<file path="config.mk">
export PLATFORM = sky130hd
export DESIGN_NAME = tag_tracker
export DESIGN_NICKNAME = d
export VERILOG_FILES = /design/src/rtl/tag_tracker_pkg.sv /design/src/rtl/tag_fifo.sv /design/src/rtl/tag_tracker.sv
export SDC_FILE = /design/constraint.sdc
export NUM_CORES = 1
export LEC_CHECK = 0
export ABC_AREA = 1
export BUFFER_PORTS_ARGS = -buffer_cell sky130_fd_sc_hd__buf_2
export CAP_MARGIN = 15
export CORE_MARGIN = 2
export CORE_UTILIZATION = 55
export CTS_CLUSTER_DIAMETER = 100
export DETAILED_ROUTE_END_ITERATION = 16
export GPL_ROUTABILITY_DRIVEN = 0
export HOLD_SLACK_MARGIN = 0.05
export PLACE_DENSITY_LB_ADDON = 0.12
export SLEW_MARGIN = 30
export SYNTH_ARGS = -nofsm -noshare
export SYNTH_HDL_FRONTEND = slang
export SYNTH_SLANG_ARGS = --single-unit
</file>
<file path="constraint.sdc">
create_clock -name i_clk -period 2.4 [get_ports i_clk]
set_clock_uncertainty 0.2 [all_clocks]
set_input_delay 0.12 -clock i_clk [delete_from_list [all_inputs] [get_ports i_clk]]
set_output_delay 0.12 -clock i_clk [all_outputs]
set_load 0.01 [all_outputs]
</file>
<file path="src/rtl/tag_tracker_pkg.sv">
// Shared tag-space parameters and helpers for rename, issue and retire.
// TAGS also sets the done_flags width seen by every issue buffer.
package tag_tracker_pkg;

    localparam int TAGS      = 30;
    localparam int TAG_W     = 5;
    localparam int ARCH_TAGS = 5;
    localparam int FREE_INIT = TAGS - ARCH_TAGS;

    typedef logic [TAG_W-1:0] tag_t;
    typedef logic [TAG_W:0]   cnt_t;
    typedef logic [TAGS-1:0]  flags_t;

    // Depth is not a power of two, so wrap on an explicit compare.
    function automatic tag_t ptr_inc(input tag_t p);
        return (p == tag_t'(TAGS - 1)) ? '0 : p + 1'b1;
    endfunction

    function automatic logic tag_ok(input tag_t t);
        return int'(t) < TAGS;
    endfunction

    function automatic flags_t tag_mask(input tag_t t);
        return flags_t'(1) << t;
    endfunction

endpackage

</file>
<file path="src/rtl/tag_fifo.sv">
// Circular free-tag FIFO, depth TAGS, preloaded at reset.
// Ports: i_clk/i_rst, i_push/i_push_tag (tail write), i_pop (head
// advance, ignored when empty), o_head_tag, o_count.
module tag_fifo
    import tag_tracker_pkg::*;
(
    input  logic i_clk,
    input  logic i_rst,
    input  logic i_push,
    input  tag_t i_push_tag,
    input  logic i_pop,
    output tag_t o_head_tag,
    output cnt_t o_count
);

    tag_t r_mem [TAGS];
    tag_t r_head;
    tag_t r_tail;
    cnt_t r_count;
    logic w_pop;

    // Pop is blocked when empty, so a tag pushed into an empty
    // list only reaches the head output on the following cycle.
    assign w_pop      = i_pop & (r_count != '0);
    assign o_head_tag = r_mem[r_head];
    assign o_count    = r_count;

    always_ff @(posedge i_clk) begin
        if (i_rst) begin
            for (int i = 0; i < TAGS; i++) begin
                r_mem[i] <= (i < FREE_INIT) ? tag_t'(i + ARCH_TAGS) : '0;
            end
            r_head  <= '0;
            r_tail  <= tag_t'(FREE_INIT);
            r_count <= cnt_t'(FREE_INIT);
        end else begin
            if (i_push) begin
                r_mem[r_tail] <= i_push_tag;
                r_tail        <= ptr_inc(r_tail);
            end
            if (w_pop) begin
                r_head <= ptr_inc(r_head);
            end
            unique case ({i_push, w_pop})
                2'b10:   r_count <= r_count + 1'b1;
                2'b01:   r_count <= r_count - 1'b1;
                default: r_count <= r_count;
            endcase
        end
    end

endmodule

</file>
<file path="src/rtl/tag_tracker.sv">
// Physical-tag allocator and completion scoreboard (done_flags).
// Ports: alloc handshake (o_alloc_tag/o_alloc_valid/i_alloc_ready),
// completion bus (i_cmpl_*), retire free (i_free_*), o_free_count,
// o_done_flags. All outputs come straight from registered state.
module tag_tracker
    import tag_tracker_pkg::*;
(
    input  logic               i_clk,
    input  logic               i_rst,
    output logic [TAG_W-1:0]   o_alloc_tag,
    output logic               o_alloc_valid,
    input  logic               i_alloc_ready,
    input  logic               i_cmpl_valid,
    input  logic [TAG_W-1:0]   i_cmpl_tag,
    input  logic               i_free_valid,
    input  logic [TAG_W-1:0]   i_free_tag,
    output logic [TAG_W:0]     o_free_count,
    output logic [TAGS-1:0]    o_done_flags
);

    flags_t r_done;
    flags_t w_done_nxt;
    tag_t   w_head_tag;
    cnt_t   w_count;
    logic   w_alloc;
    logic   w_push;
    logic   w_cmpl;

    // Out-of-range tags are dropped: no push, no flag write.
    assign w_push  = i_free_valid & tag_ok(i_free_tag);
    assign w_cmpl  = i_cmpl_valid & tag_ok(i_cmpl_tag);
    assign w_alloc = o_alloc_valid & i_alloc_ready;

    tag_fifo u_fifo (
        .i_clk      (i_clk),
        .i_rst      (i_rst),
        .i_push     (w_push),
        .i_push_tag (i_free_tag),
        .i_pop      (w_alloc),
        .o_head_tag (w_head_tag),
        .o_count    (w_count)
    );

    assign o_alloc_tag   = w_head_tag;
    assign o_alloc_valid = (w_count != '0);
    assign o_free_count  = w_count;
    assign o_done_flags  = r_done;

    // Clear applied after set: allocation wins on a same-tag clash.
    always_comb begin
        w_done_nxt = r_done;
        if (w_cmpl) begin
            w_done_nxt = w_done_nxt | tag_mask(i_cmpl_tag);
        end
        if (w_alloc) begin
            w_done_nxt = w_done_nxt & ~tag_mask(w_head_tag);
        end
    end

    always_ff @(posedge i_clk) begin
        if (i_rst) begin
            r_done <= '1;
        end else begin
            r_done <= w_done_nxt;
        end
    end

`ifndef SYNTHESIS
    // Shadow membership of the free list, used only to flag
    // double frees.
    flags_t r_sh_in_list;

    always_ff @(posedge i_clk) begin
        if (i_rst) begin
            r_sh_in_list <= '1 << ARCH_TAGS;
        end else begin
            r_sh_in_list <= (r_sh_in_list
                & ~(w_alloc ? tag_mask(w_head_tag) : '0))
                | (w_push ? tag_mask(i_free_tag) : '0);
        end
    end

    always_ff @(posedge i_clk) begin
        if (!i_rst) begin
            if (i_free_valid) begin
                assert (tag_ok(i_free_tag))
                else $error("free_tag out of range");
                assert (int'(w_count) < TAGS)
                else $error("free into full list");
                assert (!(tag_ok(i_free_tag) &&
                          r_sh_in_list[i_free_tag]))
                else $error("tag freed twice");
            end
            if (i_cmpl_valid) begin
                assert (tag_ok(i_cmpl_tag))
                else $error("cmpl_tag out of range");
                assert (!(w_alloc && i_cmpl_tag == w_head_tag))
                else $error("cmpl and alloc of same tag");
            end
        end
    end
`endif

endmodule

</file>
# Word-level counts from Yosys, hierarchy flattened
# Memory sizes are Yosys's and may differ from the RTL's. A register that Yosys moved wholly into a read port is not among the register bits.
# Cells that the tools add are included.
[classes] reduce_logical=3 order_cmp=2 n_shift=2 n_addsub=4 mux=15 bitwise_logic=7 eq_ne=4
[op_table] operator="30-bit 2-to-1 mux" count=2
[op_table] operator="1-bit by 5-bit left shift with 30-bit output, first input constant" count=2
[op_table] operator="30-bit AND" count=1
[op_table] operator="5-bit 2-to-1 mux" count=6
[op_table] operator="30-bit NOT" count=1
[op_table] operator="30-bit OR" count=1
[op_table] operator="6-bit one-hot mux with 2 select lines" count=1
[op_table] operator="5-bit by 1-bit adder with 5-bit output, second input constant" count=2
[op_table] operator="5-bit == test, second input constant" count=2
[op_table] operator="5-bit less-than comparator, second input constant" count=2
[op_table] operator="6-bit by 1-bit adder with 6-bit output, second input constant" count=1
[op_table] operator="1-bit 2-to-1 mux" count=6
[op_table] operator="6-bit nonzero test" count=1
[op_table] operator="6-bit by 1-bit subtractor with 6-bit output, second input constant" count=1
[op_table] operator="5-bit OR reduction" count=1
[op_table] operator="1-bit AND" count=4
[op_table] operator="2-bit by 1-bit == test with 1-bit output, second input constant" count=1
[op_table] operator="2-bit == test, second input constant" count=1
[op_table] operator="2-bit nonzero test" count=1
[totals] ram_bits=150 elab_cells=42 inputBits=15 output_inout_bits=42 mem_count=1 register_bits=46
[memory_table] name="u_fifo.r_mem" words=30 word_bits=5 rd=1 rd_ports_with_merged_regs=1 wr=30 line="tag_fifo.sv:16" rtl="tag_t r_mem [TAGS];"

# Longest topological paths before layout
[depth] depth_word=7 ltp_mapped=16 depth_no_buf=14

# Cells and area by module
# From an unflattened synthesis, not the netlist that was laid out.
[hier_totals] cells_unflattened=1234 area_unflattened_um2=10516.3
[modules_own_cells] mod="tag_fifo" seq_area_each_um2=5225.0 n_inst=1 area_per_inst_um2=8727.1 cells_each=961
[modules_own_cells] mod="tag_tracker" seq_area_each_um2=600.6 n_inst=1 area_per_inst_um2=1789.2 cells_each=273

# Worst setup path after synthesis
# Ideal clock, no wire load.
[synth_timing] path_type="reg-to-reg" startpoint="register u_fifo.r_count[0] (netlist: u_fifo.o_count[0])" endpoint="register u_fifo.r_count[4] (netlist: u_fifo.o_count[4])" required_ps=2071 stages_incl_launch_ff=14 slack_ps=-163 path_buffers=0 arrival_time_ps=2234 setup_ps=129 period_less_slack_ps=2563 cell_sequence="dfxtp_1 > nor4_1 > nand3_1 > nand2_1 > inv_1 > ha_1 > xnor2_1 > inv_1 > ha_1 > inv_1 > nand2_1 > a21oi_1 > xnor2_1 > o21ai_0"
[synth_between] elab_chain_len=5 word_cells_on_any_way=9 cone_classes="2 x add/sub; 2 x eq/ne; 1 x mux; 2 x bitwise; 2 x reduce/logical"
[synth_rtl] item="start, declared" line="tag_fifo.sv:19" rtl="cnt_t r_count;"
[synth_rtl] item="start signal, assigned" line="tag_fifo.sv:35" rtl="r_count <= cnt_t'(FREE_INIT);"
[synth_rtl] item="start signal, assigned" line="tag_fifo.sv:45" rtl="2'b10: r_count <= r_count + 1'b1;"
[synth_rtl] item="start signal, assigned" line="tag_fifo.sv:46" rtl="2'b01: r_count <= r_count - 1'b1;"
[synth_rtl] item="6-bit nonzero test (*)" line="tag_tracker.sv:45" rtl="assign o_alloc_valid = (w_count != '0);"
[synth_rtl] item="via o_alloc_valid" line="tag_tracker.sv:11" rtl="output logic o_alloc_valid,"
[synth_rtl] item="1-bit AND" line="tag_tracker.sv:32" rtl="assign w_alloc = o_alloc_valid & i_alloc_ready;"
[synth_rtl] item="1-bit AND (*)" line="tag_fifo.sv:24" rtl="assign w_pop = i_pop & (r_count != '0);"
[synth_rtl] item="2-bit by 1-bit == test with 1-bit output or 2-bit == test (tied branches)" line="tag_fifo.sv:44" rtl="unique case ({i_push, w_pop})"
[synth_rtl] item="6-bit one-hot mux with 2 select lines or 2-bit nonzero test (tied branches)"
# The timed path passes the listed nets; every way through them passes the cells marked *.
# A chain may end at the register's enable or synchronous reset.

==> metrics.txt <==
failing checks DRC, setup timing; most common cell in the netlist nand2_1; first drt pass iteration count 12; Post-synth EDFFs 160; Power Density 703.8 nW/um^2; DRT Wirelength 30,190 microns; worst-case clock buffer depth 3; vias per cell 5.830; Comb pwr share 16.7%; Yosys top cell area share between 40 and 50%; Num CTS Buffers 23; Flop pwr share 44.5%; Syn Area/Cell 8.665 sq um; maximum fanout along the worst path 7; leakage 0.005156 uW; Crit path required time about 2.1 ns; max_cap viols 0; largest cells by area after synthesis edfxtp_1 (47%), nand2_1 (15%), dfxtp_1 (10%); ys flop type edfxtp_1; Critical Path AT 2.23 ns; R2R Path End o_done_flags[6]; ANT nets after route 0; area grow syn2layout 27.92%; I/O pin cnt 57; Worst path slowest cell dfxtp_4; Seq cells post-synth 211; CP most frequent cell nand2_2; CTS sink count 211; Critical Path Sink o_alloc_tag[0]; Clock Pin Slew Worst Setup and Hold Paths 0.06 ns; Syn. warnings 0; leading area contributor after synthesis edfxtp_1; first-pass GRT wire length 44,510 microns; Hold Fails Final Rpt 0; RSZ-0062 raised after global routing yes; fmax roughly 0.39 GHz; via count around 8,900; register area 5832 sq um; Die W roughly 140 microns; Reg2Reg Setup Slack -0.08 ns; Internal Pwr Total 6746 uW; synth unique cells 36; Post-Synthesis Cell Area around 10,000 sq um; H-tree levels 1; setup violators final 23; Final min period 2.546 ns; Ant. Diodes 0; Die Area a little under 20,000 sq um; Die Ht roughly 140 microns; net load switching power 2428 uW; Final Max Tran Viols 0; post-detail-place hpwl about 17,000 microns; post-synthesis sequential area ratio between 50% and 60%; Max VDD drop 0.5559 mV; switching share of power about a quarter; Clock Power Share 38.8%; vias in the first global route 8,073; grt ovf 0; worst setup margin -0.1460 ns; design area 13,040 sq um; clock root cell clkbuf_16; DRC viols 2; Syn Inst Count 1,176; post-synth net total 1,200; antenna violations before repair 0; Hold Crit Class input port to flop; power consumption 9174 uW; Initial Util 56.34%; Setup crit start kind flop; most common library cells after synthesis nand2_1 (410), nand3_1 (163), edfxtp_1 (160); Max-slew headroom a little under three fifths; ys async rst share 0%; First DRT Iteration DRCs 1,095; crit-path max cell delay 0.39 ns; Total Routing Usage GR 29.31%; Placed Area 10,800 sq um; clock latency on the worst-skew pair approximately 0.52 ns; fin nets 1,306; largest net degree at the start of global routing 34; IO buf count 56; Tcrit/Tclk final 106.1%; R2R cell count 15; Fillers 1,270; layout cell share with drive strength beyond 1 24.65%; status complete, but fails checks; CP endpoint kind output port; worst slew pin tran 0.6460 ns; critical path class flop to output port; CTS tree built; Routed wire per std cell 19.77 microns; CP cell instances buf_4 > buf_12 > clkbuf_16 > nand2_1 > nand3_1 > nand3_1 > nand2_1 > nand2_2 > nand2_2 > nand2_2 > nand2_4 > buf_6; area taken by multi-input logic gates between 4000 and 5000 sq um; core area about 18,000 sq um; row cnt 49
-- registers in the layout (all words and copies together) (netlist names), named ones only --
signal          cells
u_fifo.r_head       5
u_fifo.r_mem      160
u_fifo.r_tail       5
u_fifo.o_count      6
o_done_flags       30
-- metrics by stage --
| step | instances | util (%) | worst slack, ns | hold WS [ns] | TNS, ns |
|---|---|---|---|---|---|
| floorplan | 1176 | - | 0.02845 | -0.01093 | 0 |
| detailed placement | 1434 | 59.69 | -0.04814 | 0.1597 | -0.1164 |
| CTS | 1521 | 69.24 | -0.03641 | 0.1697 | -0.1001 |
| finish | 1527 | 72.07 | -0.1460 | 0.1857 | -1.107 |
| global route | 1527 | 72.07 | -0.1953 | 0.1899 | -3.761 |
| global placement | 1434 | 59.69 | -0.01848 | 0.1468 | -0.01848 |
-- area by class of cell --
type | count | share of cell area, %
clock buffer | 32 | 5.068
clock inverter | 9 | 0.7391
inverter | 79 | 2.496
multi-input combinational | 823 | 32.90
sequential | 211 | 44.74
tap | 229 | 2.198
timing repair buffer | 143 | 11.73
timing repair inverter | 1 | 0.1248
-- cell families (layout without fill, tap and decap cells) --
family,Yosys count,after routing,share of synthesized area (%)
fa+ha+maj,9,9,1.105
simple gates,749,749,30.71
xor+xnor,10,10,0.8595
compound gates,55,55,3.659
buf+inv,142,264,6.496
flops,211,211,57.17
-- power by group through the flow --
stage / combinational, uW / clock (uW) / sequential, uW
floorplan: 704 / 0 / 4160
global placement: 1050 / 0 / 4150
detailed placement: 1050 / 0 / 4150
CTS: 1340 / 3560 / 4080
global route: 1630 / 3720 / 4090
finish: 1530 / 3560 / 4090
-- critical path, delay by kind of cell, from the launching register on --
kind                   cells  cell delay, ns
DFF                        1            0.39
and+or+nand+nor            8            0.75
buffers and inverters      4            0.56
-- routing by layer --
metal  vias up  GRT usage [%]  part of all wire, %
met4         0          9.463                  3.9
met5         -              0                    0
met3       105          4.342                   10
li1       4089              -                    -
met2       569          47.99                   47
met1      4140          40.73                   39
-- cell usage in the layout (no fill, tap or decap), drive strengths merged, types with 5 or more instances in the layout --
master and count:
dlygate4sd3 17, ha 9, nor2 144, a21oi 9
dfxtp 51, nand2 417, edfxtp 160, nor3 10
buf 119, o21ai 10, clkbuf 37, clkinv 10
o21bai 28, xnor2 5, xor2 5, nand3 163
nand4 8, inv 76
-- timing repair --
action	CTS	global route
hold buffers	17	0
endpoints found under the hold margin	82	0
gates cloned	14	5
setup buffers	17	2
pin swaps	29	43
setup endpoints to repair	8	107
gates resized for setup	82	105
-- worst min-delay path by stage --
stage                  startpoint             endpoint  slack [ns]  cells past startpoint
CTS                 i_free_tag[0]  u_fifo.r_mem[31][0]        0.17                      2
global placement    i_free_tag[1]  u_fifo.r_mem[30][1]        0.15                      1
floorplan                   i_rst    u_fifo.o_count[5]       -0.01                      1
finish              i_free_tag[3]  u_fifo.r_mem[30][3]        0.19                      2
detailed placement  i_free_tag[1]  u_fifo.r_mem[31][1]        0.16                      1
global route        i_free_tag[2]  u_fifo.r_mem[31][2]        0.19                      2
No activity file was read; power rests on OpenSTA's default activity.
